[config.mk]
export PLATFORM = sky130hd
export DESIGN_NAME = loadstore_unit
export DESIGN_NICKNAME = d
export VERILOG_FILES = /design/src/rtl/lsu_pkg.sv /design/src/rtl/lsu_lane_mux.sv /design/src/rtl/loadstore_unit.sv
export SDC_FILE = /design/constraint.sdc
export NUM_CORES = 1
export LEC_CHECK = 0
export BUFFER_PORTS_ARGS = -buffer_cell sky130_fd_sc_hd__buf_4
export CAP_MARGIN = 5
export CORE_MARGIN = 1.5
export CORE_UTILIZATION = 54
export CTS_CLUSTER_DIAMETER = 100
export DETAILED_ROUTE_END_ITERATION = 7
export PLACE_DENSITY = 0.82
export SLEW_MARGIN = 20
export SYNTH_ARGS = -nofsm -noshare
export SYNTH_HDL_FRONTEND = slang
export SYNTH_HIERARCHICAL = 1
export SYNTH_SLANG_ARGS = --single-unit
[constraint.sdc]
create_clock -name clk -period 4.1 [get_ports clk]
set_clock_uncertainty 0.15 [all_clocks]
set_input_delay 0 -clock clk [delete_from_list [all_inputs] [get_ports clk]]
set_output_delay 0 -clock clk [all_outputs]
set_load 0.05 [all_outputs]
[src/rtl/lsu_pkg.sv]
// Shared types and helpers for the load/store unit: op encodings, FSM states, size/sign decode.
package lsu_pkg;

    typedef enum logic [2:0] {
        OpLb  = 3'd0,
        OpLh  = 3'd1,
        OpLw  = 3'd2,
        OpSw  = 3'd3,
        OpLbu = 3'd4,
        OpLhu = 3'd5,
        OpSb  = 3'd6,
        OpSh  = 3'd7
    } lsu_op_t;

    typedef enum logic [2:0] {
        StIdle,
        StLoad,
        StStore,
        StRmwRd,
        StRmwWr,
        StResp
    } lsu_state_e;

    // Access size in bytes: 1, 2 or 4.
    function automatic logic [2:0] op_size(lsu_op_t op);
        case (op)
            OpLb, OpLbu, OpSb: op_size = 3'd1;
            OpLh, OpLhu, OpSh: op_size = 3'd2;
            default:           op_size = 3'd4;
        endcase
    endfunction

    function automatic logic op_is_store(lsu_op_t op);
        return (op == OpSb) || (op == OpSh) || (op == OpSw);
    endfunction

    function automatic logic op_is_signed(lsu_op_t op);
        return (op == OpLb) || (op == OpLh);
    endfunction

endpackage

[src/rtl/lsu_lane_mux.sv]
// Byte/half lane logic: extract-and-extend for loads, lane merge for sub-word stores.
module lsu_lane_mux
    import lsu_pkg::*;
(
    input  lsu_op_t     op,
    input  logic [1:0]  addr_lo,
    input  logic [31:0] mem_word,
    input  logic [31:0] wdata,
    output logic [31:0] load_data,
    output logic [31:0] merged
);

    logic [7:0]  byte_sel;
    logic [15:0] half_sel;
    logic        sgn;

    always_comb begin
        byte_sel  = mem_word[{addr_lo, 3'b000} +: 8];
        half_sel  = addr_lo[1] ? mem_word[31:16] : mem_word[15:0];
        sgn       = op_is_signed(op);
        load_data = mem_word;
        merged    = mem_word;
        case (op_size(op))
            3'd1: begin
                load_data = {{24{sgn & byte_sel[7]}}, byte_sel};
                merged[{addr_lo, 3'b000} +: 8] = wdata[7:0];
            end
            3'd2: begin
                load_data = {{16{sgn & half_sel[15]}}, half_sel};
                if (addr_lo[1]) begin
                    merged[31:16] = wdata[15:0];
                end else begin
                    merged[15:0] = wdata[15:0];
                end
            end
            default: begin
                load_data = mem_word;
                merged    = wdata;
            end
        endcase
    end

endmodule

[src/rtl/loadstore_unit.sv]
// MIPS load/store unit driving a word-wide data memory; sub-word stores use read-modify-write.
// Optional LSU_MISALIGN_TRAP_EN: misaligned accesses raise resp_err instead of being aligned.
module loadstore_unit
    import lsu_pkg::*;
#(
    parameter int unsigned MEM_BYTES = 128,
    parameter int unsigned ADDR_W    = 32
) (
    input  logic              clk,
    input  logic              reset,
    input  logic              req_valid,
    output logic              req_ready,
    input  logic [2:0]        req_op,
    input  logic [ADDR_W-1:0] req_addr,
    input  logic [31:0]       req_wdata,
    output logic              resp_valid,
    input  logic              resp_ready,
    output logic [31:0]       resp_rdata,
    output logic              resp_err,
    output logic [ADDR_W-1:0] mem_addr,
    output logic [31:0]       mem_wdata,
    output logic              mem_we,
    input  logic [31:0]       mem_rdata
);

    localparam logic [ADDR_W:0] MemLimit = (ADDR_W+1)'(MEM_BYTES);

    lsu_state_e        state_q, state_d;
    lsu_op_t           op_q, op_d;
    logic [ADDR_W-1:0] addr_q, addr_d;
    logic [31:0]       wdata_q, wdata_d;
    logic [31:0]       rdata_q, rdata_d;
    logic              err_q, err_d;

    lsu_op_t           req_op_t;
    logic [2:0]        req_size;
    logic [ADDR_W:0]   end_addr;
    logic [ADDR_W-1:0] align_addr;
    logic              addr_err;
    logic [ADDR_W-1:0] word_addr;
    logic [31:0]       load_data;
    logic [31:0]       merged;

    // Range check uses the raw address so a straddling access is caught in both builds.
    always_comb begin
        req_op_t   = lsu_op_t'(req_op);
        req_size   = op_size(req_op_t);
        end_addr   = {1'b0, req_addr} + (ADDR_W+1)'(req_size);
        align_addr = req_addr;
`ifdef LSU_MISALIGN_TRAP_EN
        addr_err   = (end_addr > MemLimit) ||
                     (req_size == 3'd2 && req_addr[0]) ||
                     (req_size == 3'd4 && req_addr[1:0] != 2'b00);
`else
        addr_err   = (end_addr > MemLimit);
        if (req_size != 3'd1) align_addr[0] = 1'b0;
        if (req_size == 3'd4) align_addr[1] = 1'b0;
`endif
    end

    assign word_addr = {addr_q[ADDR_W-1:2], 2'b00};

    lsu_lane_mux u_lane_mux (
        .op        (op_q),
        .addr_lo   (addr_q[1:0]),
        .mem_word  (mem_rdata),
        .wdata     (wdata_q),
        .load_data (load_data),
        .merged    (merged)
    );

    always_ff @(posedge clk or posedge reset) begin
        if (reset) begin
            state_q <= StIdle;
            op_q    <= OpLb;
            addr_q  <= '0;
            wdata_q <= '0;
            rdata_q <= '0;
            err_q   <= 1'b0;
        end else begin
            state_q <= state_d;
            op_q    <= op_d;
            addr_q  <= addr_d;
            wdata_q <= wdata_d;
            rdata_q <= rdata_d;
            err_q   <= err_d;
        end
    end

    always_comb begin
        state_d = state_q;
        op_d    = op_q;
        addr_d  = addr_q;
        wdata_d = wdata_q;
        rdata_d = rdata_q;
        err_d   = err_q;
        case (state_q)
            StIdle: begin
                if (req_valid) begin
                    op_d    = req_op_t;
                    addr_d  = align_addr;
                    wdata_d = req_wdata;
                    rdata_d = '0;
                    err_d   = addr_err;
                    if (addr_err) begin
                        state_d = StResp;
                    end else if (req_op_t == OpSw) begin
                        state_d = StStore;
                    end else if (op_is_store(req_op_t)) begin
                        state_d = StRmwRd;
                    end else begin
                        state_d = StLoad;
                    end
                end
            end
            StLoad: begin
                rdata_d = load_data;
                state_d = StResp;
            end
            StStore: state_d = StResp;
            StRmwRd: begin
                wdata_d = merged;
                state_d = StRmwWr;
            end
            StRmwWr: state_d = StResp;
            StResp: begin
                if (resp_ready) state_d = StIdle;
            end
            default: state_d = StIdle;
        endcase
    end

    always_comb begin
        req_ready  = (state_q == StIdle);
        resp_valid = (state_q == StResp);
        resp_rdata = rdata_q;
        resp_err   = err_q;
        mem_addr   = '0;
        mem_wdata  = '0;
        mem_we     = 1'b0;
        case (state_q)
            StLoad, StRmwRd: mem_addr = word_addr;
            StStore, StRmwWr: begin
                mem_addr  = word_addr;
                mem_wdata = wdata_q;
                mem_we    = 1'b1;
            end
            default: ;
        endcase
    end

endmodule

**Word level (Yosys, flattened, before mapping)**

Index checks and enable logic that the tools add are counted.

- Add/sub/neg operators: 2
- Magnitude comparators: 1
- Equality and inequality tests: 24
- Shifts and indexed selects: 3
- Mux-type cells: 23
- Bitwise logic cells: 2
- Reduce and logical (&&, ||, !) cells: 20

Operators with widths:

| cell | count |
|---|---|
| $pmux W32 S2 | 4 |
| $mux W32 | 4 |
| $mux W16 | 3 |
| $add A32 B3 Y33 | 1 |
| $eq A3 B3 Y1 const B | 11 |
| $gt A33 B8 Y1 const B | 1 |
| $bwmux W32 | 1 |
| $shift A8 B7 Y32 const A | 1 |
| $shiftx A32 B6 Y8 | 1 |
| $shiftx A8 B7 Y32 | 1 |
| $reduce_or A3 Y1 | 5 |
| $eq A3 B1 Y1 const B | 4 |
| $eq A3 B2 Y1 const B | 4 |
| $pmux W3 S2 | 2 |
| $pmux W3 S4 | 1 |
| $logic_not A3 Y1 | 3 |
| $mux W3 | 3 |
| $neg A5 Y7 | 1 |
| $ne A3 B1 Y1 const B | 2 |
| $reduce_and A2 Y1 | 3 |
| $mux W2 | 2 |
| $reduce_and A4 Y1 | 1 |
| $reduce_bool A2 Y1 | 2 |
| $reduce_or A4 Y1 | 1 |
| 8 further kinds | 13 |

- Bits in registers: 103
- Input bits: 103
- Output and inout bits: 100
- Word-level logic and storage cells: 82

**Logic depth before layout (Yosys ltp)**

- Depth after elaboration: 8
- Depth in mapped cells: 11
- Gate-level depth less buffers: 11

**By module**

Netlist, hierarchy kept.

Modules (own cells, without submodules):

| module | times used | cells each | area each (sq um) | sequential area each (sq um) |
|---|---|---|---|---|
| loadstore_unit | 1 | 675 | 5,462.7 | 2,577.5 |
| lsu_lane_mux | 1 | 253 | 1,818.0 | 0.0 |

**Least setup slack after synthesis**

No wires, ideal clock.

- Path kind: reg-to-reg
- Start: register state_q[1]
- End: register wdata_q[0]
- Library setup time: 0.082 ns
- Arrival: 2.908 ns
- Required time: 3.868 ns
- Path slack: 0.961 ns
- Cell stages (with the launch flop): 8
- Path buffers: 3
- Clock period less this slack: 3.139 ns
- Path through: dfrtp_1 -> clkbuf_1 -> nor3_1 -> and2_1 -> clkbuf_1 -> clkbuf_1 -> nand2_1 -> a31oi_1

- Word-level cells in the longest chain between the ends: 3
- Elaborated cells on any way between the ends: 8
- Those cells by class: eq/ne: 4; mux: 1; reduce/logical: 3

RTL lines:

| what | RTL line | source |
|---|---|---|
| start, declared | loadstore_unit.sv:28 | `lsu_state_e state_q, state_d;` |
| start signal, assigned | loadstore_unit.sv:74 | `state_q <= StIdle;` |
| start signal, assigned | loadstore_unit.sv:81 | `state_q <= state_d;` |
| $logic_not A3 Y1 (*) | -- |  |
| net req_ready | loadstore_unit.sv:12 | `output logic req_ready,` |
| $ne A2 B2 Y1 (no source line) or $reduce_bool A2 Y1 (tied branches) | -- |  |
| $reduce_and A4 Y1 (no source line) | -- |  |
| end signal, assigned | loadstore_unit.sv:84 | `wdata_q <= wdata_d;` |
| end, declared | loadstore_unit.sv:31 | `logic [31:0] wdata_q, wdata_d;` |

Mark *: on every way through the listed nets, which the timed path passes. The rest lies on a longest branch.
A chain may end at the register's enable or synchronous reset.

**Worst setup path after layout**

- Start: input port req_op[2]
- End: register state_q[2]

- Word-level cells in the longest chain between the ends: 8
- Elaborated cells on any way between the ends: 14
- Those cells by class: add/sub: 1; order compare: 1; eq/ne: 5; mux: 4; reduce/logical: 3

RTL lines:

| what | RTL line | source |
|---|---|---|
| start, declared | loadstore_unit.sv:13 | `input logic [2:0] req_op,` |
| $eq A3 B3 Y1 (tied with other cells) | lsu_pkg.sv:26 | `case (op)` |
| $reduce_or A3 Y1 | lsu_pkg.sv:26 |  |
| $pmux W3 S2 (*) | lsu_pkg.sv:26 |  |
| $add A32 B3 Y33 (*) | loadstore_unit.sv:48 | `end_addr = {1'b0, req_addr} + (ADDR_W+1)'(req_size);` |
| $gt A33 B8 Y1 (*) | loadstore_unit.sv:55 | `addr_err = (end_addr > MemLimit);` |
| $mux W3 (*) | loadstore_unit.sv:105 | `if (addr_err) begin` |
| $mux W3 (*) | loadstore_unit.sv:99 | `if (req_valid) begin` |
| $pmux W3 S4 (*) | loadstore_unit.sv:97 | `case (state_q)` |

Mark *: on every way between the ends. The rest lies on a longest branch, timed or not. The select of a mux whose other input is x is not followed.

==> reports/results.ini <==
[outcome]
outcome = complete, but fails checks
violations = design-rule violations

[timing]
slew_headroom_pct = 35.36
worst_slew_pin_slew_ns = 0.9696
finalHoldViolCount = 0
fmax_ghz = 0.2650
rsz0062_at_grt = false
setup_tns_ns = 0
whs_ns = 0.02358
finalMaxSlewViolations = 0
min_period_ns = 3.774
min_period_over_period_pct = 92.05
setup_viol = 0

[cells_and_area]
mostFrequentLayoutCells = 264 x nand2_1, 213 x buf_4, 124 x dlygate4sd3_1
final_cells = 1387
fin_nets = 1322
num-fill-cells = 905
post-route-util_pct = 78.51
ff_latch_area_um2 = 2577
antenna_cells = 0
synthToLayoutAreaGrowth_pct = 42.24
final_common_cell = nand2_1
multiInputGateArea_um2 = 4352
layout-drive-gt1-share_pct = 20.64

[routing]
wl_mm = 26.60
drtPass1Iterations = 8
viasPerCell = 6.104
wl_per_cell_um = 19.18
drt_iter0_drc = 1073
drtAntennaViolNets = 0
drcViolationCount = 5
vias = 8466

[pwr]
p_leak_nw = 4.857
powerDensity_nw_per_um2 = 796.5
finalPower_mw = 8.249
max-vdd-ir-drop_mv = 0.5007

[synth]
synth_top_area_share_pct = 35.40
netlist_area_um2 = 7281
synth_cell_types = 69
synth_largest_area_cell = dfrtp_1
ys_seq_area_share_pct = 35.40
netlist_instances = 928
netlist_top_cells_area = dfrtp_1 35%, nand2_1 14%, and2_1 6.1%, a221o_1 3.2%, a31oi_1 3.1%
ys_seq_elements = 103
synthArstFlopShare_pct = 100.0
synth-edff-count = 0
synth_ff_type = dfrtp_1
yosys_warnings = 6
avgSynthCellArea_um2 = 7.846

[worst_setup_path]
cp-start-kind = input port
ff2ff_path_depth = 10
worst_path_max_delay_cell = dlygate4sd3_1
critPathArrivalTime_ns = 3.86
cp_max_fo = 8
critPathKind = input port to flip-flop
required_ns = 4.18
rrSetupSlack_ns = 0.42
reg2reg_to = wdata_q[27]
r2r-start = op_q[2]
endpoint_kind = flip-flop
cp_cell_sequence = dlygate4sd3_1 -> buf_4 -> nor2b_2 -> nor2_1 -> ha_1 -> fa_1 -> a21oi_2 -> nor4_4 -> a211o_1 -> a22oi_1 -> nand4_1 -> o41ai_1 -> a22oi_1 -> dlygate4sd3_1
max_stage_delay_ns = 0.58

[grt]
gr-total-overflow = 0
antenna_found_initial = 0
grt_pass1_vias = 8270
grt_usage_pct = 37.36
grt_max_degree = 106
grt_pass1_wl_mm = 41.98

[clock_tree]
numClockSinks = 103
clock_path_buffers = 2
numCtsBuffers = 9
htree_levels = 3
cts_tree = built
cts_root_buf = clkbuf_16
clk_pin_slew_worst_paths_ns = 0.07
clk_latency_ns = 0.35

[min_path]
hold_end = wdata_q[15]
hold_depth = 4
min-delay-start = mem_rdata[15]
min_path_type = input port to flip-flop

[place]
port_buffers = 200
gp_congestion = 0.9432
dp_hpwl_mm = 16.32
dp_cells = 1249

[floorplan]
design.die.area_um2 = 14190
die_h_um = 119.1
die_x_um = 119.1
coreArea_um2 = 13190
num_rows = 42
pin_count = 203
start_util_pct = 55.20

[flow_run]
cap_violations = 0

==> critical path: cells and delay by family <==
kind            cells  cell delay [ns]
fa+ha+maj           2             0.66
compound gates      5             1.28
buf+inv             3             1.28
simple gates        4             0.63
==> how the worst max path moves through the flow <==
stage,start,to,cells past startpoint
6_report,req_op[2],state_q[2],14
5_1_grt,req_op[2],state_q[2],14
4_1_cts,req_op[2],state_q[2],14
3_5_place_dp,req_op[2],state_q[1],12
3_3_place_gp,req_op[2],state_q[1],12
2_1_floorplan,state_q[1],wdata_q[0],7
==> flip-flops by register name, summed over array words and instances, names as in the netlist <==
signal / flops
resp_rdata: 32
op_q: 3
resp_err: 1
state_q: 3
addr_q: 32
wdata_q: 32
==> what timing repair did <==
| action | in CTS | in global routing |
|---|---|---|
| setup endpoints to repair | 0 | 1 |
| hold buffers | 124 | 0 |
| gates resized for setup | 0 | 1 |
| endpoints found under the hold margin | 167 | 0 |
| setup buffers | 0 | 0 |
==> where the power goes <==
| part | switching (mW) | internal (mW) |
|---|---|---|
| Sequential | 0.423 | 1.48 |
| Clock | 0.382 | 0.500 |
| Combinational | 3.42 | 2.05 |
| Total | 4.22 | 4.03 |
==> per-stage QoR <==
stage / setup WS [ns] / cell area (um2)
detailed placement: 0.9256 / 8807
global placement: 1.033 / 8807
floorplan: 0.9605 / 7284
finish: 0.3259 / 10360
CTS: 0.2421 / 10340
global route: 0.1072 / 10360
==> per-layer routing <==
metal	share of wire [%]	routed length (um)	vias to the layer above	global-route usage, %
met2	49	13020	585	64.63
met1	36	9645	3937	42.64
li1	-	-	3805	-
met3	9.5	2535	139	9.291
met4	5.3	1397	0	19.50
met5	0	0	-	0
==> cells in the mapped netlist, types with 13 or more instances <==
cell type  instances
nand2_1          265
dfrtp_1          103
and2_1            71
clkbuf_1          47
a21oi_1           44
nor2_1            43
a31oi_1           36
o21ai_0           35
a221o_1           23
mux2i_1           22
inv_1             17
nor2b_1           17
nor3_1            17
o221ai_1          16
o21ai_1           13
==> area by class of cell <==
cell class / instances / share of cell area (%)
well taps: 176 / 2.126
repair buffers: 337 / 27.43
flip-flops and latches: 103 / 24.89
clock buffers: 11 / 2.440
clock inverters: 3 / 0.4229
inverters: 18 / 0.6766
multi-input cells: 739 / 42.02
==> kinds of logic (layout without fill, tap and decap cells) <==
kind of cell | count (synthesis) | in the layout | synth area share [%]
and+or+nand+nor | 471 | 471 | 30.31
AOI/OAI and AO/OA | 217 | 217 | 20.61
DFF | 103 | 103 | 35.40
buffers and inverters | 87 | 369 | 5.224
muxes | 30 | 30 | 5.448
adders and majority gates | 11 | 11 | 1.993
xor gates and xnor gates | 8 | 8 | 0.9624
other | 1 | 2 | 0.05151
Note: power is estimated with default switching activity, not from simulation.
